<file path="src/rtl/escape_game_ctrl.sv">
// Game sequencer for the Morse escape room: matches decoded letters against the
// per-level target word, tracks lives and a per-attempt countdown, selects the VGA page.
//
// state    | meaning
// S_IDLE   | start page, waiting for practice switch or start with a level chosen
// S_PRACTICE | free practice page, letters ignored
// S_PLAY   | attempt in progress on the latched level
// S_WON    | word completed, waiting for start
// S_LOST   | out of lives or time, waiting for start
module escape_game_ctrl #(
  parameter int CLK_HZ    = 100_000_000,
  parameter int TIMEOUT_S = 60,
  parameter int MAX_LIVES = 3
) (
  input  logic       clk,
  input  logic       reset,
  input  logic       i_mode_practice,
  input  logic [2:0] i_lvl_sel,
  input  logic       i_start,
  input  logic [7:0] i_letter,
  input  logic       i_letter_valid,
  output logic [2:0] o_display_sel,
  output logic [2:0] o_progress,
  output logic [1:0] o_lives,
  output logic [6:0] o_secs_left,
  output logic [2:0] o_lvl_won,
  output logic       o_mistake
);

  localparam int PW = (CLK_HZ > 1) ? $clog2(CLK_HZ) : 1;
  localparam logic [PW-1:0] PRE_MAX    = PW'(CLK_HZ - 1);
  localparam logic [1:0]    LIVES_INIT = 2'(MAX_LIVES);
  localparam logic [6:0]    SECS_INIT  = 7'(TIMEOUT_S);

  typedef enum logic [2:0] {
    S_IDLE,
    S_PRACTICE,
    S_PLAY,
    S_WON,
    S_LOST
  } state_t;

  state_t r_state, w_state_n;

  logic [1:0]    r_lvl, w_lvl_n;
  logic [2:0]    r_prog, w_prog_n;
  logic [1:0]    r_lives, w_lives_n;
  logic [6:0]    r_secs, w_secs_n;
  logic [PW-1:0] r_pre, w_pre_n;
  logic [2:0]    r_won, w_won_n;
  logic          r_mistake, w_mistake_n;
  logic [2:0]    r_disp, w_disp_n;

  logic          w_tick;
  logic          w_match;
  logic          w_done;
  logic          w_lose;

  // Target words: L1 HELP, L2 OPEN, L3 EXIT
  function automatic logic [7:0] target_char(input logic [1:0] lvl, input logic [1:0] idx);
    logic [7:0] c;
    case ({lvl, idx})
      4'b00_00: c = "H";
      4'b00_01: c = "E";
      4'b00_10: c = "L";
      4'b00_11: c = "P";
      4'b01_00: c = "O";
      4'b01_01: c = "P";
      4'b01_10: c = "E";
      4'b01_11: c = "N";
      4'b10_00: c = "E";
      4'b10_01: c = "X";
      4'b10_10: c = "I";
      4'b10_11: c = "T";
      default:  c = 8'h00;
    endcase
    return c;
  endfunction

  assign w_tick  = (r_pre == PRE_MAX);
  assign w_match = (i_letter == target_char(r_lvl, r_prog[1:0]));

  always_ff @(posedge clk) begin
    if (reset) begin
      r_state   <= S_IDLE;
      r_lvl     <= 2'd0;
      r_prog    <= 3'd0;
      r_lives   <= LIVES_INIT;
      r_secs    <= SECS_INIT;
      r_pre     <= '0;
      r_won     <= 3'b000;
      r_mistake <= 1'b0;
      r_disp    <= 3'd0;
    end else begin
      r_state   <= w_state_n;
      r_lvl     <= w_lvl_n;
      r_prog    <= w_prog_n;
      r_lives   <= w_lives_n;
      r_secs    <= w_secs_n;
      r_pre     <= w_pre_n;
      r_won     <= w_won_n;
      r_mistake <= w_mistake_n;
      r_disp    <= w_disp_n;
    end
  end

  always_comb begin
    w_state_n   = r_state;
    w_lvl_n     = r_lvl;
    w_prog_n    = r_prog;
    w_lives_n   = r_lives;
    w_secs_n    = r_secs;
    w_pre_n     = r_pre;
    w_won_n     = r_won;
    w_mistake_n = 1'b0;
    w_done      = 1'b0;
    w_lose      = 1'b0;

    case (r_state)
      S_IDLE: begin
        if (i_mode_practice) begin
          w_state_n = S_PRACTICE;
        end else if (i_start && (i_lvl_sel != 3'b000)) begin
          w_state_n = S_PLAY;
          if (i_lvl_sel[0])      w_lvl_n = 2'd0;
          else if (i_lvl_sel[1]) w_lvl_n = 2'd1;
          else                   w_lvl_n = 2'd2;
          w_prog_n  = 3'd0;
          w_lives_n = LIVES_INIT;
          w_secs_n  = SECS_INIT;
          w_pre_n   = '0;
        end
      end

      S_PRACTICE: begin
        if (!i_mode_practice) w_state_n = S_IDLE;
      end

      S_PLAY: begin
        w_pre_n = w_tick ? '0 : r_pre + PW'(1);
        if (i_letter_valid) begin
          if (w_match) begin
            w_prog_n = (r_prog == 3'd4) ? r_prog : r_prog + 3'd1;
            w_done   = (r_prog == 3'd3);
          end else begin
            w_mistake_n = 1'b1;
            w_prog_n    = 3'd0;
            w_lives_n   = (r_lives == 2'd0) ? 2'd0 : r_lives - 2'd1;
            w_lose      = (r_lives <= 2'd1);
          end
        end
        // A completing letter wins outright even on the final tick.
        if (w_done) begin
          w_state_n = S_WON;
          w_won_n   = r_won | (3'b001 << r_lvl);
        end else begin
          if (w_tick) begin
            w_secs_n = (r_secs == 7'd0) ? 7'd0 : r_secs - 7'd1;
            if (r_secs <= 7'd1) w_lose = 1'b1;
          end
          if (w_lose) w_state_n = S_LOST;
        end
      end

      S_WON, S_LOST: begin
        if (i_start) w_state_n = S_IDLE;
      end

      default: w_state_n = S_IDLE;
    endcase
  end

  always_comb begin
    w_disp_n = 3'd0;
    case (w_state_n)
      S_IDLE:     w_disp_n = 3'd0;
      S_PRACTICE: w_disp_n = 3'd1;
      S_PLAY:     w_disp_n = 3'd2 + {1'b0, w_lvl_n};
      S_WON:      w_disp_n = 3'd5;
      S_LOST:     w_disp_n = 3'd6;
      default:    w_disp_n = 3'd0;
    endcase
  end

  assign o_display_sel = r_disp;
  assign o_progress    = r_prog;
  assign o_lives       = r_lives;
  assign o_secs_left   = r_secs;
  assign o_lvl_won     = r_won;
  assign o_mistake     = r_mistake;

endmodule
</file>
<file path="config.mk">
export PLATFORM = sky130hd
export DESIGN_NAME = escape_game_ctrl
export DESIGN_NICKNAME = d
export VERILOG_FILES = /design/src/rtl/escape_game_ctrl.sv
export SDC_FILE = /design/constraint.sdc
export NUM_CORES = 1
export LEC_CHECK = 0
export CAP_MARGIN = 30
export CORE_MARGIN = 2
export CORE_UTILIZATION = 42
export DETAILED_ROUTE_END_ITERATION = 6
export GPL_TIMING_DRIVEN = 0
export PLACE_DENSITY = 0.68
export RECOVER_POWER = 25
export SYNTH_ARGS = -nofsm -noshare
export SYNTH_HDL_FRONTEND = slang
export SYNTH_SLANG_ARGS = --single-unit
</file>
<file path="constraint.sdc">
create_clock -name clk -period 2.7 [get_ports clk]
set_clock_uncertainty 0.1 [all_clocks]
set_input_delay 0.405 -clock clk [delete_from_list [all_inputs] [get_ports clk]]
set_output_delay 0.405 -clock clk [all_outputs]
set_load 0.005 [all_outputs]
</file>
-- Word level (Yosys, flattened, before mapping)
Memories as Yosys holds them, arrays and structs flattened.
Cells that the tools add are included.
- logic and storage cells: 98
- register bits after elaboration: 51
- memories: 1
- memory bits (read-only): 96
- output and inout bits: 19
- bitwise operators: 3
- eq/ne operators: 19
- $add $sub $neg: 5
- multiplexer cells: 45
- reduce and logical (&&, ||, !) cells: 13
- shifts and indexed selects: 1
- $lt $le $gt $ge: 2
- memory list (name ; depth ; bits a word ; rd ports ; clocked after memory_dff ; wr ports ; line ; RTL):
    (name not given) ; 16 ; 6 ; 1 ; 0 ; 0 ; 62 ; case ({lvl, idx})
- operators with widths (kind ; number):
    $mux W27 ; 3
    $pmux W27 S2 ; 1
    $mux W7 ; 5
    $mux W3 ; 11
    $add A27 B1 Y27 const B ; 1
    $eq A27 B27 Y1 const B ; 1
    $pmux W3 S4 ; 2
    $mux W2 ; 10
    $eq A3 B2 Y1 const B ; 5
    $reduce_and A5 Y1 ; 3
    $pmux W7 S2 ; 1
    $ne A2 B2 Y1 const B ; 6
    $mux W1 ; 10
    $eq A3 B3 Y1 const B ; 3
    $eq A8 B8 Y1 ; 1
    $le A7 B1 Y1 const B ; 1
    $logic_not A7 Y1 ; 1
    $sub A7 B1 Y7 const B ; 1
    $eq A3 B1 Y1 const B ; 2
    $pmux W3 S2 ; 1
    $pmux W2 S2 ; 1
    $add A2 B2 Y3 const A ; 1
    $add A3 B1 Y3 const B ; 1
    $logic_not A3 Y1 ; 1
    14 further kinds ; 15

-- Longest topological paths before layout
Gate-level depths: netlist of run 1.
An unclocked memory read counts as a cell.
- depth after elaboration: 13
- depth in mapped cells: 9

-- Least setup slack after synthesis of run 1
No wires, ideal clock.
- path kind: register to register
- start point: reg r_prog[0], in the netlist o_progress[0]
- end point: reg r_secs[2], in the netlist o_secs_left[2]
- arrival time: 2.501 ns
- clock period less this slack: 2.722 ns
- path buffers: 1
- required time: 2.478 ns
- path slack: -0.022 ns
- stages on the path, launching flop included: 10
- cells stage by stage: dfxtp_1 > inv_1 > ha_1 > xor2_1 > a211o_1 > a22oi_1 > and4_1 > clkbuf_1 > nor2_1 > a221o_1
- longest elaborated chain between the ends: 7
- elaborated cells on any way between the ends: 8
- those cells by class: eq/ne (3); mux (3); reduce/logical (1); memory (1)
- ends and longest elaborated chain (item ; line ; RTL):
    start, declared ; 46 ; logic [2:0] r_prog, w_prog_n;
    start signal, assigned ; 97 ; r_prog <= w_prog_n;
    $mem_v2 Z16 W6 ; -- ;
    $eq A8 B8 Y1 ; 81 ; assign w_match = (i_letter == target_char(r_lvl, r_prog[1:0]));
    $mux W1 (*) ; 142 ; if (w_match) begin
    $mux W1 (*) ; 141 ; if (i_letter_valid) begin
    $mux W1 (*) ; 119 ; case (r_state)
    $ne A2 B2 Y1 (no source line) (*) ; -- ;
    $reduce_and A5 Y1 (no source line) (*) ; -- ;
    end signal, assigned ; 99 ; r_secs <= w_secs_n;
    end, declared ; 48 ; logic [6:0] r_secs, w_secs_n;
Mark *: on every way between the ends. The rest lies on a longest branch, timed or not. The select of a mux whose other input is x is not followed.
A chain may end at the register's enable or synchronous reset.

-- Worst setup path after layout of run 1
Same ends and word-level chain as after synthesis.

==> impl_metrics.env, run 1 <==
export IMPL_crit_path_start_kind="flip-flop"
export IMPL_drive_gt1_share_pct=8.79
export IMPL_multi_input_area_mm2=0.00173
export IMPL_ys_types=53
export IMPL_fmax_ghz=0.386
export IMPL_syn_area_per_cell_um2=8.02
export IMPL_drc=0
export IMPL_post_place_ws_ns=-0.214
export IMPL_finalWeightedCongestion=0.817
export IMPL_cts_root_buffer="clkbuf_8"
export IMPL_path_max_fanout=10
export IMPL_fin_util_pct=52.2
export IMPL_clockBufferDepth=2
export IMPL_synth_edf_count=0
export IMPL_insertedDiodeCount=0
export IMPL_seq_area_frac_synth_pct=35.9
export IMPL_finalMaxSlewViolations=0
export IMPL_fin_cells=478
export IMPL_timing_final_crit_share_pct=96.0
export IMPL_worst_setup_path_type="reg2reg"
export IMPL_nFillCells=652
export IMPL_layout_nets=422
export IMPL_synthesis_nets=380
export IMPL_drt_total_wl_mm=6.35
export IMPL_grt_max_degree=17
export IMPL_synth_top_area_share_pct=35.9
export IMPL_setup_ws_ns=0.107
export IMPL_p_leak_nw=1.22
export IMPL_start_util_pct=42.6
export IMPL_synth_warnings=0
export IMPL_tightest_slew_ns=0.578
export IMPL_arrival_ns=2.70
export IMPL_grt_pass1_wl_mm=10.9
export IMPL_avgRoutedWirePerCell_um=13.3
export IMPL_io_pins=35
export IMPL_hold_path_class="reg2reg"
export IMPL_rows=30
export IMPL_cts_tree="done"
export IMPL_worstPathRequired_ns=2.81
export IMPL_synthTopCellsByCount="53 x nor2_1, 51 x dfxtp_1, 25 x xnor2_1"
export IMPL_power_total_mw=1.59
export IMPL_grt_pass1_vias=2381
export IMPL_postLayoutCellArea_mm2=0.00348
export IMPL_drt_iter0_markers=99
export IMPL_routed_via_count=2560
export IMPL_synthFlopType="dfxtp_1"
export IMPL_status="completed"
export IMPL_ir_worst_vdd_uv=298
export IMPL_syn_area_mm2=0.00285
export IMPL_synth_top_area_cell="dfxtp_1"
export IMPL_track_usage_pct=17.8
export IMPL_dpl_cell_area_mm2=0.00328
export IMPL_synthTopCellsByArea="dfxtp_1 36%, xnor2_1 7.7%, nor2_1 7.0%, nand3_1 4.2%, ha_1 4.0%"
export IMPL_cts_sinks=51
export IMPL_die_w_um=86.3
export IMPL_cp_end_kind="flip-flop"
export IMPL_ys_ff_latch=51
export IMPL_placeableCoreArea_mm2=0.00668
export IMPL_timing_hold_ws_ns=0.371
export IMPL_postSynthCellCount=355
export IMPL_maxCapViolCount=0
export IMPL_grt_ovfl_total=0
export IMPL_fp_dieH_um=86.3
export IMPL_yosysMostFrequentCell="nor2_1"
export IMPL_powerDensity_mw_per_mm2=455
export IMPL_final_hold_viol_count=0
export IMPL_area_growth_pct=22.4
export IMPL_setup_tns_ns=0
export IMPL_ant_nets=0
export IMPL_first_pass_iters=4
export IMPL_cts_htree_levels=2
export IMPL_antenna_found_initial=0
export IMPL_dp_hpwl_mm=4.72
export IMPL_hold_buffers=0
export IMPL_clk_latency_ns=0.31
export IMPL_dp_cells=468
export IMPL_slew_headroom_pct=61.1
export IMPL_cts_buffers=5
export IMPL_portBuffers=33
export IMPL_via_per_inst=5.36
export IMPL_die_area_mm2=0.00745
export IMPL_async_reset_ff_share_pct=0
export IMPL_clkSlewWorstSetupHoldPaths_ns=0.10
export IMPL_setup_violations=0
export IMPL_min_period_ns=2.59
export IMPL_regArea_mm2=0.00102
-- cells by family (layout without fill, tap and decap cells) --
family / count (synthesis) / after routing / synth area share (%)
AOI/OAI and AO/OA: 57 / 57 / 14.4
muxes: 3 / 3 / 1.10
adders and majority gates: 9 / 9 / 3.95
DFF: 51 / 51 / 35.9
buffers and inverters: 36 / 79 / 5.10
xor gates and xnor gates: 30 / 30 / 9.23
and+or+nand+nor: 169 / 169 / 30.4
-- state kept, by name, summed over array words and instances (netlist names) --
signal,cells
o_secs_left,7
o_display_sel,3
o_lvl_won,3
r_pre,27
r_lvl,2
o_lives,2
o_progress,3
r_state,3
o_mistake,1
-- layout by cell type, fill, tap and decap left out, types with 5 or more instances in the layout --
cell type / count
xor2_1: 5
o31ai_1: 5
a31oi_1: 8
buf_2: 5
nand2b_1: 5
dfxtp_1: 50
dlygate4sd3_1: 15
nand2_1: 22
nand4_1: 9
nor3_1: 12
xnor2_1: 25
nor2b_1: 5
a21oi_1: 8
inv_1: 20
clkbuf_1: 7
o21ai_0: 11
nor4_1: 5
ha_1: 8
nand3_1: 24
clkdlybuf4s50_1: 18
nor2_1: 53
clkbuf_8: 5
and2_1: 5
-- layer usage --
metal / GRT usage, % / vias up / part of all wire (%)
met5: 0 / - / 0
met4: 4.83 / 0 / 1.3
met3: 3.71 / 8 / 2.8
met2: 31.0 / 33 / 48
met1: 22.4 / 1171 / 47
li1: - / 1348 / -
-- repair_timing --
item	CTS	global route
gates resized for setup	6	9
buffers inserted	1	2
pin swaps	1	3
gates cloned	0	0
endpoints found under the setup margin	15	11
hold endpoints to repair	0	0
-- area by class of cell --
class | count | share of cell area, %
clock inverter | 3 | 1.94
timing repair buffer | 36 | 10.1
clock buffer | 5 | 1.97
sequential | 51 | 29.4
multi-input combinational | 268 | 49.5
buffer | 14 | 1.90
tap | 80 | 2.87
inverter | 21 | 2.26
-- path summary, 6_finish.rpt --
| check | from | to | slack (ns) | cells past startpoint |
|---|---|---|---|---|
| setup / recovery | o_progress[0] | o_secs_left[2] | 0.11 | 9 |
| hold / removal | o_lvl_won[0] | o_lvl_won[0] | 0.37 | 2 |
| setup reg to reg | o_progress[0] | o_secs_left[2] | 0.11 | 9 |
| hold reg to reg | o_lvl_won[0] | o_lvl_won[0] | 0.37 | 2 |
-- where the power goes --
part	switching (mW)	leakage [nW]	internal, mW
Combinational	0.101	0.745	0.0784
Clock	0.264	0.0644	0.369
Sequential	0.0101	0.413	0.763
Total	0.375	1.22	1.21
-- worst max-delay path, stage by stage, from the launching register on --
cell	delay, ns
dfxtp_4	0.40
inv_1	0.11
ha_4	0.29
xor2_1	0.18
a211o_1	0.31
a22oi_2	0.22
and4_4	0.28
clkbuf_4	0.21
nor2_1	0.09
a221o_1	0.30
No activity file was read; power rests on OpenSTA's default activity.
==> run 2: changes to the inputs <==
RECOVER_POWER = 100   (was 25)
==> run 2 against run 1 <==
  * First-iteration DRC count is the same
  * Sequential cell count unchanged
  * Non-clock buffer count unchanged
  * Critical path depth is the same
  * Core utilization stayed put
==> impl_metrics.env, run 2 (same netlist as run 1, synthesis figures left out) <==
export IMPL_p_int_mw=1.21
export IMPL_routed_via_count=2558
export IMPL_cts_root_buffer="clkbuf_8"
export IMPL_arrival_ns=2.70
export IMPL_largest_reg_flops=27
export IMPL_die_area_mm2=0.00745
export IMPL_grt_max_degree=17
export IMPL_cts_sinks=51
export IMPL_drt_iter0_markers=99
export IMPL_grt_pass1_wl_mm=10.9
export IMPL_setup_violations=0
export IMPL_status="completed"
export IMPL_ant_nets=0
export IMPL_path_max_fanout=10
export IMPL_finalMaxSlewViolations=0
export IMPL_first_pass_iters=4
export IMPL_cts_buffers=5
export IMPL_dr_wl_met3_um=181
export IMPL_rows=30
export IMPL_setup_ws_ns=0.107
export IMPL_antenna_found_initial=0
export IMPL_timing_final_crit_share_pct=96.0
export IMPL_power_frac_seq_pct=48.8
export IMPL_slew_headroom_pct=61.1
export IMPL_final_hold_viol_count=0
export IMPL_clkSlewWorstSetupHoldPaths_ns=0.10
export IMPL_crit_path_start_kind="flip-flop"
export IMPL_avgRoutedWirePerCell_um=13.3
export IMPL_min_period_ns=2.59
export IMPL_swShare_pct=23.7
export IMPL_ir_worst_vdd_uv=298
export IMPL_top_register="r_pre"
export IMPL_worst_setup_path_type="reg2reg"
export IMPL_hold_buffers=0
export IMPL_drive_gt1_share_pct=8.79
export IMPL_drt_total_wl_mm=6.35
export IMPL_powerDensity_mw_per_mm2=455
export IMPL_clockBufferDepth=2
export IMPL_start_util_pct=42.6
export IMPL_p_comb_share_pct=11.3
export IMPL_tightest_slew_ns=0.579
export IMPL_worstPathRequired_ns=2.81
export IMPL_placeableCoreArea_mm2=0.00668
export IMPL_clk_latency_ns=0.31
export IMPL_maxCapViolCount=0
export IMPL_drc=0
export IMPL_area_growth_pct=22.4
export IMPL_finalWeightedCongestion=0.817
export IMPL_p_leak_nw=1.22
export IMPL_r2r_cells=9
export IMPL_insertedDiodeCount=0
export IMPL_fp_dieH_um=86.3
export IMPL_fmax_ghz=0.386
export IMPL_grt_pass1_vias=2381
export IMPL_via_per_inst=5.35
export IMPL_topRoutingLayerUsed="met4"
export IMPL_cts_tree="done"
export IMPL_grt_ovfl_total=0
export IMPL_dp_hpwl_mm=4.72
export IMPL_post_place_ws_ns=-0.214
export IMPL_io_pins=35
export IMPL_die_w_um=86.3
export IMPL_portBuffers=33
export IMPL_holdPathStages=2
export IMPL_fin_util_pct=52.2
export IMPL_hold_path_class="reg2reg"
export IMPL_power_total_mw=1.59
export IMPL_mostFrequentLayoutCell="nor2_1"
export IMPL_cts_htree_levels=2
export IMPL_p_clk_share_pct=40.0
export IMPL_cp_end_kind="flip-flop"
export IMPL_track_usage_pct=17.8
export IMPL_wl_met2_mm=3.08
export IMPL_layout_nets=422
export IMPL_final_cell_mix="53 x nor2_1, 50 x dfxtp_1, 25 x xnor2_1, 24 x nand3_1, 22 x nand2_1"
export IMPL_drt_met1_wl_mm=3.01
export IMPL_switchingPower_uw=375
## run 2: cell types whose count changed in the layout (fill, tap and decap cells not counted)
cell             before  now
clkdlybuf4s50_1      18   15
dlygate4sd3_1        15   18
## run 2: layout make-up
cell class,instances,area (um^2)
Sequential cell,51,1020
Inverter,21,78.8
Tap cell,80,100
Clock buffer,5,68.8
Clock inverter,3,67.6
Multi-Input combinational cell,268,1730
Fill cell,652,3200
Buffer,14,66.3
Timing Repair Buffer,36,353
## run 2: metrics by stage
step / TNS [ns] / hold WS (ns) / instances / instance area, um^2
after global placement: -0.955 / 0.359 / 468 / 3280
after detailed placement: -1.73 / 0.359 / 468 / 3280
final: 0 / 0.371 / 478 / 3480
after floorplan: 0 / 0.361 / 355 / 2850
after CTS: 0 / 0.381 / 477 / 3450
after global routing: -0.0264 / 0.414 / 478 / 3480
## run 2: worst paths after layout
| path | endpoint | start | slack (ns) |
|---|---|---|---|
| worst max-delay path | o_secs_left[2] | o_progress[0] | 0.11 |
| worst min-delay path | o_lvl_won[0] | o_lvl_won[0] | 0.37 |
| worst max register to register | o_secs_left[2] | o_progress[0] | 0.11 |
| worst min register to register | o_lvl_won[0] | o_lvl_won[0] | 0.37 |
## run 2: what timing repair did
item                       CTS  global route
setup endpoints to repair   15            11
gates cloned                 0             0
pin swaps                    1             3
setup buffers                1             2
resized for setup            6             9
## run 2: power by group through the flow
stage                     Clock (mW)  Sequential (mW)  Combinational [mW]
after floorplan                    0            0.791               0.105
after CTS                      0.652            0.774               0.177
after detailed placement           0            0.792               0.172
after global placement             0            0.792               0.170
after global routing           0.680            0.776               0.199
final                          0.634            0.773               0.179
## run 2: worst max-delay path, stage by stage (launching register included)
cell      delay (ns)
dfxtp_4         0.40
inv_1           0.11
ha_4            0.29
xor2_1          0.18
a211o_1         0.31
a22oi_2         0.22
and4_4          0.28
clkbuf_4        0.21
nor2_1          0.09
a221o_1         0.30
## run 2: metal layers
metal | GRT usage (%) | up-vias
li1 | - | 1348
met1 | 22.4 | 1167
met2 | 31.0 | 35
met3 | 3.71 | 8
met4 | 4.83 | 0
met5 | 0 | -
==> run 3: changes to the inputs <==
==> constraint.sdc (replaced) <==
create_clock -name clk -period 2.7 [get_ports clk]
set_clock_uncertainty 0.1 [all_clocks]
set_input_delay 0.27 -clock clk [delete_from_list [all_inputs] [get_ports clk]]
set_output_delay 0.27 -clock clk [all_outputs]
set_load 0.005 [all_outputs]
==> run 3 against run 2 <==
  * Non-clock buffer count unchanged
  * Via count did not move
  * Sequential cell count is the same
  * Core utilization unchanged
  * Critical path depth unchanged
==> impl_metrics.env, run 3 (same netlist as run 1, synthesis figures left out) <==
export IMPL_status="completed"
export IMPL_clk_latency_ns=0.31
export IMPL_start_util_pct=42.6
export IMPL_drive_gt1_share_pct=8.79
export IMPL_cts_buffers=5
export IMPL_portBuffers=33
export IMPL_die_area_mm2=0.00745
export IMPL_drt_total_wl_mm=6.35
export IMPL_multi_input_area_mm2=0.00173
export IMPL_finalWeightedCongestion=0.817
export IMPL_p_clk_share_pct=39.9
export IMPL_fin_cells=478
export IMPL_cts_htree_levels=2
export IMPL_path_max_fanout=10
export IMPL_hold_path_class="in2reg"
export IMPL_die_w_um=86.3
export IMPL_worstPathRequired_ns=2.81
export IMPL_ant_nets=0
export IMPL_grt_ovfl_total=0
export IMPL_p_int_mw=1.21
export IMPL_tightest_slew_ns=0.579
export IMPL_dp_cells=468
export IMPL_fp_dieH_um=86.3
export IMPL_largest_reg_flops=27
export IMPL_top_register="r_pre"
export IMPL_crit_path_start_kind="flip-flop"
export IMPL_via_per_inst=5.35
export IMPL_ir_worst_vdd_uv=298
export IMPL_setup_ws_ns=0.107
export IMPL_post_place_ws_ns=-0.214
export IMPL_cts_tree="done"
export IMPL_switchingPower_uw=375
export IMPL_final_hold_viol_count=0
export IMPL_routed_via_count=2558
export IMPL_clkSlewWorstSetupHoldPaths_ns=0.10
export IMPL_p_comb_share_pct=11.3
export IMPL_maxCapViolCount=0
export IMPL_avgRoutedWirePerCell_um=13.3
export IMPL_p_leak_nw=1.22
export IMPL_regArea_mm2=0.00102
export IMPL_finalMaxSlewViolations=0
export IMPL_grt_max_degree=17
export IMPL_rows=30
export IMPL_powerDensity_mw_per_mm2=455
export IMPL_drc=0
export IMPL_final_cell_mix="53 x nor2_1, 50 x dfxtp_1, 25 x xnor2_1, 24 x nand3_1, 22 x nand2_1"
export IMPL_clockBufferDepth=2
export IMPL_swShare_pct=23.6
export IMPL_slew_headroom_pct=61.1
export IMPL_grt_pass1_vias=2381
export IMPL_io_pins=35
export IMPL_mostFrequentLayoutCell="nor2_1"
export IMPL_area_growth_pct=22.4
export IMPL_nFillCells=652
export IMPL_drt_iter0_markers=99
export IMPL_min_period_ns=2.59
export IMPL_setup_tns_ns=0
export IMPL_antenna_found_initial=0
export IMPL_fmax_ghz=0.386
export IMPL_setup_violations=0
export IMPL_arrival_ns=2.70
export IMPL_track_usage_pct=17.8
export IMPL_grt_pass1_wl_mm=10.9
export IMPL_cts_sinks=51
export IMPL_worst_setup_path_type="reg2reg"
export IMPL_cts_root_buffer="clkbuf_8"
export IMPL_timing_hold_ws_ns=0.297
export IMPL_insertedDiodeCount=0
export IMPL_power_frac_seq_pct=48.8
export IMPL_timing_final_crit_share_pct=96.0
export IMPL_dp_hpwl_mm=4.72
export IMPL_placeableCoreArea_mm2=0.00668
export IMPL_layout_nets=422
export IMPL_cp_end_kind="flip-flop"
export IMPL_first_pass_iters=4
==> run 3: changes by cell type in the layout (fill, tap and decap cells not counted) <==
cell,change
clkdlybuf4s50_1,+1
dlygate4sd3_1,-1
==> run 3: routing by layer <==
metal | vias up | track usage [%] | wire length [um]
met3 | 8 | 3.71 | 181
li1 | 1348 | - | -
met1 | 1167 | 22.4 | 3010
met5 | - | 0 | 0
met2 | 35 | 31.0 | 3080
met4 | 0 | 4.83 | 82
==> run 3: final timing paths <==
check | startpoint | endpoint | slack (ns) | cells past startpoint
max | o_progress[0] | o_secs_left[2] | 0.11 | 9
min | reset | r_lvl[0] | 0.30 | 2
max reg2reg | o_progress[0] | o_secs_left[2] | 0.11 | 9
min reg2reg | o_lvl_won[0] | o_lvl_won[0] | 0.37 | 2
==> run 3: critical path, cell delays in order (launching register included) <==
cell and delay, ns:
dfxtp_4 0.40, inv_1 0.11, ha_4 0.29, xor2_1 0.18, a211o_1 0.31, a22oi_2 0.22, and4_4 0.28, clkbuf_4 0.21
nor2_1 0.09, a221o_1 0.30
==> run 3: power groups by stage <==
stage	combinational (mW)	sequential (mW)	clock (mW)
floorplan	0.105	0.791	0
global placement	0.170	0.792	0
detailed placement	0.172	0.792	0
CTS	0.177	0.774	0.652
global route	0.200	0.776	0.680
finish	0.179	0.773	0.634
==> run 3: timing repair <==
action,in CTS,in global routing
gates cloned,0,0
pin swaps,1,3
hold buffers,0,0
setup buffers,1,2
gates resized for setup,6,9
setup endpoints to repair,15,11
==> run 3: through the flow <==
step	util (%)	total power, mW	cell area, um^2
after floorplan	-	0.896	2850
after global placement	49.1	0.961	3280
after detailed placement	49.1	0.965	3280
after CTS	51.7	1.60	3450
after global routing	52.2	1.66	3480
final	52.2	1.59	3480
==> run 3: cell type report <==
type	count	area share [%]
Inverter	21	2.26
Clock inverter	3	1.94
Buffer	14	1.90
Tap cell	80	2.87
Multi-Input combinational cell	268	49.5
Clock buffer	5	1.97
Timing Repair Buffer	36	10.1
Sequential cell	51	29.4
